[src/rtl/des_key_schedule.sv]
// des_key_schedule: sequential DES key-schedule generator.
// Loads PC-1(key) into the 28-bit C/D halves, then streams one PC-2 subkey
// per valid/ready handshake, in encrypt (K1..KR) or decrypt (KR..K1) order.
// Build option: define DES_KEY_PARITY_CHECK_EN to check every key byte for
// odd parity at load; without it key_parity_err is tied low.
module des_key_schedule #(
    parameter int unsigned ROUNDS     = 16,
    parameter logic [15:0] SHIFT_MASK = 16'h7EFC
) (
    input  logic        clk,
    input  logic        rst,
    input  logic        start,
    input  logic        decrypt,
    input  logic [0:63] key_in,
    output logic [0:47] subkey_out,
    output logic        subkey_valid,
    input  logic        subkey_ready,
    output logic [3:0]  round_idx,
    output logic        busy,
    output logic        done,
    output logic        key_parity_err
);

    typedef enum logic [1:0] {IDLE, LOAD, RUN, DONE} state_t;

    localparam logic [4:0] ROUNDS_W = 5'(ROUNDS);

    // Tables hold DES bit numbers (1-based, bit 1 = MSB).
    localparam int PC1_TAB [56] = '{
        57, 49, 41, 33, 25, 17,  9,  1, 58, 50, 42, 34, 26, 18,
        10,  2, 59, 51, 43, 35, 27, 19, 11,  3, 60, 52, 44, 36,
        63, 55, 47, 39, 31, 23, 15,  7, 62, 54, 46, 38, 30, 22,
        14,  6, 61, 53, 45, 37, 29, 21, 13,  5, 28, 20, 12,  4
    };

    localparam int PC2_TAB [48] = '{
        14, 17, 11, 24,  1,  5,  3, 28, 15,  6, 21, 10,
        23, 19, 12,  4, 26,  8, 16,  7, 27, 20, 13,  2,
        41, 52, 31, 37, 47, 55, 30, 40, 51, 45, 33, 48,
        44, 49, 39, 56, 34, 53, 46, 42, 50, 36, 29, 32
    };

    state_t      state;
    state_t      state_next;
    logic [27:0] c_q;
    logic [27:0] d_q;
    logic [27:0] c_rot;
    logic [27:0] d_rot;
    logic        decrypt_q;
    logic [4:0]  round_q;
    logic        rot_en;
    logic        rot_left;
    logic        rot_two;
    logic [3:0]  shift_idx;
    logic [3:0]  round_idx_next;
    logic [0:47] subkey_next;
    logic        accept_start;
    logic        issue;
    logic        last_accept;
    logic        parity_fail;

    // C/D are kept MSB-first: c[27] is the first bit of the C half.
    function automatic logic [55:0] pc1(input logic [0:63] k);
        logic [55:0] cd;
        cd = '0;
        for (int i = 0; i < 56; i++) begin
            cd[6'(55 - i)] = k[6'(PC1_TAB[i] - 1)];
        end
        return cd;
    endfunction

    function automatic logic [0:47] pc2(input logic [55:0] cd);
        logic [0:47] k;
        k = '0;
        for (int i = 0; i < 48; i++) begin
            k[6'(i)] = cd[6'(56 - PC2_TAB[i])];
        end
        return k;
    endfunction

    function automatic logic [27:0] rot28(input logic [27:0] x, input logic en,
                                          input logic left, input logic two);
        logic [27:0] y;
        y = x;
        if (en) begin
            if (left) begin
                y = two ? {x[25:0], x[27:26]} : {x[26:0], x[27]};
            end else begin
                y = two ? {x[1:0], x[27:2]} : {x[0], x[27:1]};
            end
        end
        return y;
    endfunction

    assign accept_start = (state == IDLE) && start;
    assign issue        = (state == RUN) && (round_q <= ROUNDS_W) &&
                          (!subkey_valid || subkey_ready);
    assign last_accept  = (state == RUN) && subkey_valid && subkey_ready &&
                          (round_q > ROUNDS_W);
    assign busy         = (state != IDLE);
    assign done         = (state == DONE);

    // Rotation direction/amount and reported round number for the current round;
    // decrypt walks backwards and leaves the first (KR) subkey unrotated.
    always_comb begin
        rot_en         = 1'b1;
        rot_left       = 1'b1;
        shift_idx      = 4'(round_q - 5'd1);
        round_idx_next = 4'(round_q - 5'd1);
        if (decrypt_q) begin
            rot_left       = 1'b0;
            rot_en         = (round_q != 5'd1);
            shift_idx      = 4'(ROUNDS_W + 5'd1 - round_q);
            round_idx_next = 4'(ROUNDS_W - round_q);
        end
        rot_two = SHIFT_MASK[shift_idx];
    end

    assign c_rot       = rot28(c_q, rot_en, rot_left, rot_two);
    assign d_rot       = rot28(d_q, rot_en, rot_left, rot_two);
    assign subkey_next = pc2({c_rot, d_rot});

    // State register.
    always_ff @(posedge clk) begin
        if (rst) begin
            state <= IDLE;
        end else begin
            state <= state_next;
        end
    end

    // Next-state logic; a key that fails the parity check skips straight to DONE.
    always_comb begin
        state_next = state;
        case (state)
            IDLE: if (start) state_next = parity_fail ? DONE : LOAD;
            LOAD: state_next = RUN;
            RUN:  if (last_accept) state_next = DONE;
            DONE: state_next = IDLE;
            default: state_next = IDLE;
        endcase
    end

    // Key halves, round counter and the registered subkey/handshake outputs.
    always_ff @(posedge clk) begin
        if (rst) begin
            c_q          <= '0;
            d_q          <= '0;
            decrypt_q    <= 1'b0;
            round_q      <= '0;
            subkey_out   <= '0;
            subkey_valid <= 1'b0;
            round_idx    <= '0;
        end else begin
            if (accept_start) begin
                decrypt_q    <= decrypt;
                {c_q, d_q}   <= pc1(key_in);
                subkey_valid <= 1'b0;
            end
            if (state == LOAD) begin
                round_q <= 5'd1;
            end
            if (issue) begin
                c_q          <= c_rot;
                d_q          <= d_rot;
                subkey_out   <= subkey_next;
                round_idx    <= round_idx_next;
                subkey_valid <= 1'b1;
                round_q      <= round_q + 5'd1;
            end else if (last_accept) begin
                subkey_valid <= 1'b0;
            end
        end
    end

`ifdef DES_KEY_PARITY_CHECK_EN
    logic parity_err_q;

    // Every key byte must carry an odd number of ones.
    always_comb begin
        parity_fail = 1'b0;
        for (int b = 0; b < 8; b++) begin
            if (!(^key_in[6'(b * 8) +: 8])) parity_fail = 1'b1;
        end
    end

    // The parity verdict is refreshed on each accepted start and held otherwise.
    always_ff @(posedge clk) begin
        if (rst) begin
            parity_err_q <= 1'b0;
        end else if (accept_start) begin
            parity_err_q <= parity_fail;
        end
    end

    assign key_parity_err = parity_err_q;
`else
    logic unused_parity_bits;

    assign parity_fail        = 1'b0;
    assign key_parity_err     = 1'b0;
    assign unused_parity_bits = ^{key_in[7],  key_in[15], key_in[23], key_in[31],
                                  key_in[39], key_in[47], key_in[55], key_in[63]};
`endif

endmodule

[config.mk]
export PLATFORM = sky130hd
export DESIGN_NAME = des_key_schedule
export DESIGN_NICKNAME = d
export VERILOG_FILES = /design/src/rtl/des_key_schedule.sv
export SDC_FILE = /design/constraint.sdc
export NUM_CORES = 1
export LEC_CHECK = 0
export BUFFER_PORTS_ARGS = -buffer_cell sky130_fd_sc_hd__buf_2
export CAP_MARGIN = 10
export CORE_MARGIN = 5
export CORE_UTILIZATION = 30
export DETAILED_ROUTE_END_ITERATION = 10
export SKIP_CTS_REPAIR_TIMING = 1
export SYNTH_ARGS = -nofsm -noshare
export SYNTH_HDL_FRONTEND = slang
export SYNTH_SLANG_ARGS = --single-unit
[constraint.sdc]
create_clock -name clk -period 3.7 [get_ports clk]
set_input_delay 0.925 -clock clk [delete_from_list [all_inputs] [get_ports clk]]
set_output_delay 0.925 -clock clk [all_outputs]
set_load 0.02 [all_outputs]
# ---- Word-level counts from Yosys, hierarchy flattened
# Memories as Yosys holds them, arrays and structs flattened.
# Index checks and enable logic that the tools add are counted.
dict set report op_classes {
  add_sub_neg 4
  n_lt_le_gt_ge 3
  n_eq_ne 7
  n_mux 24
  reduce_logical 15
}
# op count
set op_table {}
lappend op_table {{2-to-1 mux 28 bit} 11}
lappend op_table {{2-to-1 mux 24 bit} 1}
lappend op_table {{2-to-1 mux 5 bit} 2}
lappend op_table {{2-to-1 mux 4 bit} 2}
lappend op_table {{case mux 2 bit (4 select lines)} 1}
lappend op_table {{subtractor 1 x 4 -> 4 bit, first input constant} 2}
lappend op_table {{logical AND 1 bit} 6}
lappend op_table {{!= test 2 bit, second input constant} 3}
lappend op_table {{nonzero test 2 bit} 3}
lappend op_table {{adder 5 x 1 -> 5 bit, second input constant} 1}
lappend op_table {{greater-than comparator 5 bit, second input constant} 1}
lappend op_table {{less-or-equal comparator 5 bit, second input constant} 1}
lappend op_table {{less-than comparator 4 x 5 -> 1 bit, second input constant} 1}
lappend op_table {{2-to-1 mux 1 bit} 5}
lappend op_table {{!= test 5 x 1 -> 1 bit, second input constant} 1}
lappend op_table {{equality test 2 bit, second input constant} 2}
lappend op_table {{2-to-1 mux 2 bit} 2}
lappend op_table {{AND reduction 2 bit} 2}
lappend op_table {{subtractor 4 x 1 -> 4 bit, second input constant} 1}
lappend op_table {{nonzero test 3 bit} 1}
lappend op_table {{equality test 2 x 1 -> 1 bit, second input constant} 1}
lappend op_table {{zero test 2 bit} 1}
lappend op_table {{zero test 1 bit} 1}
lappend op_table {{logical OR 1 bit} 1}
dict set report word_totals {
  register_bits 80
  romBits 16
  input_bits 69
  output_inout_bits 56
  word_cells 64
  mem_count 1
}
# memory words word_bits read_ports rd_ports_with_merged_regs write_ports line
set memory_table {}
lappend memory_table {{(no name shown)} 16 1 1 0 0 116} ;# rot_two = SHIFT_MASK[shift_idx];

# ---- Longest topological paths before layout
dict set report logic_depth {
  word_depth 8
  depth_mapped 11
}

# ---- Worst setup path before layout
# Ideal clock, no wire load.
dict set report synth_path {
  path_kind {reg-to-reg}
  start {register decrypt_q}
  end {register d_q[24]}
  setup_ns 0.122
  t_arrival_ns 2.544
  slack_ns 1.034
  path_stages_with_launch 12
  period_less_slack_ns 2.666
  path_cell_list {dfxtp_1 -> buf_2 -> inv_2 -> clkbuf_1 -> ha_1 -> or2_2 -> and3_1 -> buf_6 -> nor2_4 -> buf_8 -> mux2_4 -> a221o_1}
}
dict set report synth_via {
  elab_chain_len 7
  elab_cells_between_ends 11
  cone_classes {1 x eq/ne; 8 x mux; 1 x reduce/logical; 1 x memory}
}
# item line
set synth_rtl {}
lappend synth_rtl {{start, declared} 49} ;# logic decrypt_q;
lappend synth_rtl {{start signal, assigned} 156} ;# decrypt_q <= decrypt;
lappend synth_rtl {{2-to-1 mux 4 bit} 110} ;# if (decrypt_q) begin
lappend synth_rtl {{memory (16 x 1 bit)} --}
lappend synth_rtl {{2-to-1 mux 1 bit (not written as such)} 116}
lappend synth_rtl {{2-to-1 mux 28 bit (on tied branches)} {87, 89}}
lappend synth_rtl {{2-to-1 mux 28 bit} 86} ;# if (left) begin
lappend synth_rtl {{2-to-1 mux 28 bit} 85} ;# if (en) begin
lappend synth_rtl {{2-to-1 mux 28 bit} 163} ;# if (issue) begin
lappend synth_rtl {{end signal, assigned} 157} ;# {c_q, d_q} <= pc1(key_in);
lappend synth_rtl {{end signal, assigned} 165} ;# d_q <= d_rot;
lappend synth_rtl {{end, declared} 46} ;# logic [27:0] d_q;
# Several ways; a longest one is shown, not always the timed one. The select of a mux whose other input is x is not followed.
# A chain may end at the register's enable or synchronous reset.

# ---- Worst setup path after layout
dict set report layout_path {
  start {register round_q[1]}
  end {register subkey_out[28] in the netlist's numbering}
}
dict set report layout_via {
  elab_chain_len 7
  elab_cells_between_ends 14
  cone_classes {2 x add/sub; 1 x order compare; 1 x eq/ne; 7 x mux; 2 x reduce/logical; 1 x memory}
}
# item line
set layout_rtl {}
lappend layout_rtl {{start, declared} 50} ;# logic [4:0] round_q;
lappend layout_rtl {{start signal, assigned} 169} ;# round_q <= round_q + 5'd1;
lappend layout_rtl {{subtractor 4 x 1 -> 4 bit / subtractor 1 x 4 -> 4 bit (equally long branches)} {108, 113}}
lappend layout_rtl {{2-to-1 mux 4 bit} 110}
lappend layout_rtl {{memory (16 x 1 bit)} --}
lappend layout_rtl {{2-to-1 mux 1 bit (not written as such)} 116}
lappend layout_rtl {{2-to-1 mux 28 bit (on tied branches)} {87, 89}}
lappend layout_rtl {{2-to-1 mux 28 bit} 86}
lappend layout_rtl {{2-to-1 mux 28 bit} 85}
lappend layout_rtl {{end signal, assigned} 166} ;# subkey_out <= subkey_next;
lappend layout_rtl {{end, declared} 15} ;# output logic [0:47] subkey_out,
# Several ways; a longest one is shown, not always the timed one. The select of a mux whose other input is x is not followed.

==> metrics <==
CP cell instances inv_1 -> ha_1 -> nor3b_4 -> o211ai_2 -> nor3_2 -> nand2_1 -> or3_1 -> o211ai_1; Synth top area share 30.32%; via/cell ratio 5.540; DR WL/cell 17.18 um; htree depth 3; CTS Root Cell clkbuf_16; storage element area 1602 um2; main combinational cell family by area after synthesis compound AO/OA/AOI/OAI gates; fmax 316.5 MHz; GRT met3 Usage 2.780%; n_diodes 0; XOR/XNOR share of the synthesized area 0.4975%; fill cell count 1828; FF-to-FF path depth 8; Placer Congestion 0.9007; clock insertion delay at the later pin of the skew report 350 ps; Synth top cells by count a21oi_1, dfxtp_1, o21ai_0, nand3_1, nand2_1; TritonCTS Sinks 80; period utilization 85.40%; Max clock buf depth 2; Rows 48; simple-gate portion of the synthesized area 16.73%; Post-synth EDFFs 0; dominant synthesized flop cell dfxtp_1; drt pass-1 iters 5; Multi-input gate area 3257 um2; pin slew with the least headroom to its limit 696.1 ps; # setup viols final 0; final clock skew 8.364 ps; Pwr Density 832.5 nW/um2; Crit path buffers/inverters 1; Cell Area, Synth 5281 um2; maximum VDD drop 0.0007357 V; WHS Endpoint round_idx[2]; cell family with most CP delay simple AND/OR/NAND/NOR gates; initial antenna violation count 0; final WL 15500 um; min Tclk post-route 3160 ps; GRT overflow 0; synthesized instance count 659; Clk pin slew, worst setup/hold paths 60 ps; Final HPWL DP 10480 um; Slew Limit Fails 0; post-synthesis adder-cell area fraction 2.843%; antenna viol nets, final 0; RSZ-0062 raised after global routing false; via count 4997; Synth Register Bits 80; Final Hold Viols 0; post-synth cell types 78; leakage dissipation 0.002383 uW; first-pass GRT wire length 25050 um; met2 Track Usage GR 23.89%; die width 142.7 um; mux contribution to synthesized area 6.610%; Final WS setup 540.3 ps; Area Growth Syn to Fin 10.26%; CP arrival 3440 ps; post-synth top area cell dfxtp_1; Die Area 20360 um2; Post-Place Worst Slack 438.4 ps; Worst Hold Class reg2reg; Synth area leaders dfxtp_1, a21oi_1, buf_4, o21ai_0, nand3_1; post-synthesis compound-gate area fraction 32.01%; Ports 125; Iter 0 DRT Violations 516; Rel. slew slack 53.34%; critical-path maximum fanout 16; IO buf count 38; WP data required 3980 ps; syn_area_per_cell 8.014 um2; Die H 142.7 um; Initial Utilization 30.53%; Max-Cap Viols 0; DRC violations left 0; reg2reg setup slack 540 ps; reg2reg end subkey_out[28]; vias in the first global route 4593; layout cells sized above 1 15.51%; Worst Setup Start Kind flop; Ys Warns 0; CP Capture Type flop; NumNets Final 753; DP Cell Count 886; pin count of the biggest net entering global routing 49; HP Start round_idx[2]; most common cell in the synthesized netlist a21oi_1; TritonCTS clock tree yes; setup TNS 0 ps; outcome finished, final reports clean; Async SR Flop Fraction 0%; busiest grt layer met2; critical path's slowest cell nand2_1; area of the core 17300 um2; slowest stage delay, CP 610 ps; Reg2Reg Launch Point round_q[1]; Finished Layout Cells 902; All-Layer GR Usage 15.27%; Crit Path Class reg2reg; total CTS buffers 9; sequential area share after synthesis 30.32%; met1 usage 20.88%; WHS Path Cells 2
-- how the worst max path moves through the flow --
stage | from | end | depth (start not counted)
detailed placement | subkey_ready | subkey_out[28] | 7
floorplan | decrypt_q | d_q[24] | 11
finish | round_q[1] | subkey_out[28] | 8
global placement | subkey_ready | subkey_out[28] | 7
global route | round_q[1] | subkey_out[28] | 8
CTS | round_q[1] | subkey_out[28] | 8
-- report_power, final --
part	switching (uW)	total (uW)	internal (uW)
clock network	383	907	524
logic	1810	2730	922
registers	194	1210	1020
-- cell type report --
| class | instances | share of cell area, % |
|---|---|---|
| Clock inverter | 5 | 0.9669 |
| Timing Repair Buffer | 58 | 6.059 |
| Inverter | 11 | 0.7091 |
| Clock buffer | 11 | 3.997 |
| Sequential cell | 80 | 27.50 |
| Multi-Input combinational cell | 512 | 55.93 |
| Tap cell | 225 | 4.835 |
-- cell usage in the layout (no fill, tap or decap), drive strengths merged, types with 3 or more instances in the layout --
| cell type | n |
|---|---|
| a211o | 29 |
| a211oi | 3 |
| a21boi | 4 |
| a21o | 4 |
| a21oi | 96 |
| a221o | 9 |
| a221oi | 4 |
| a22o | 3 |
| a22oi | 4 |
| a31oi | 9 |
| and2 | 3 |
| and3 | 14 |
| buf | 58 |
| clkbuf | 11 |
| conb | 38 |
| dfxtp | 80 |
| ha | 12 |
| inv | 12 |
| mux2 | 10 |
| mux2i | 9 |
| mux4 | 6 |
| nand2 | 44 |
| nand3 | 52 |
| nor2 | 29 |
| nor3 | 8 |
| o211a | 3 |
| o211ai | 9 |
| o21a | 3 |
| o21ai | 57 |
| o22ai | 3 |
| o2bb2ai | 6 |
| or3 | 6 |
-- worst min-delay path: cells and delay by family (launching register included) --
kind	cells	cell delay [ps]
AND/OR/NAND/NOR	1	50
flip-flops	1	310
AO/OA/AOI/OAI	1	50
-- cell families after synthesis --
group | after synthesis
AOI/OAI and AO/OA | 261
xor gates and xnor gates | 3
adders and majority gates | 12
buffers and inverters | 104
DFF | 80
muxes | 25
other | 1
and+or+nand+nor | 173
-- flip-flops by register name, indices dropped and copies added (netlist names) --
register,flops
subkey_out,11
c_q,28
round_idx,4
subkey_valid,1
round_q,5
decrypt_q,1
state,2
d_q,28
-- per-layer routing --
metal | wire, um | share of wire [%] | vias to the layer above
met5 | 0 | 0 | -
li1 | - | - | 2412
met1 | 6836 | 44 | 2367
met3 | 1032 | 6.7 | 20
met4 | 300 | 1.9 | 0
met2 | 7328 | 47 | 198
-- through the flow --
step | instance area, um2 | utilization [%] | hold slack, ps | total power (uW)
6_report | 5823 | 33.67 | 450.6 | 4847
5_1_grt | 5823 | 33.67 | 470.0 | 5147
4_1_cts | 5823 | 33.67 | 452.1 | 4835
3_5_place_dp | 5534 | 32.00 | 445.1 | 3916
3_3_place_gp | 5534 | 32.00 | 437.2 | 3917
2_1_floorplan | 5420 | - | 445.4 | 3237
(Power assumes the default switching activity.)
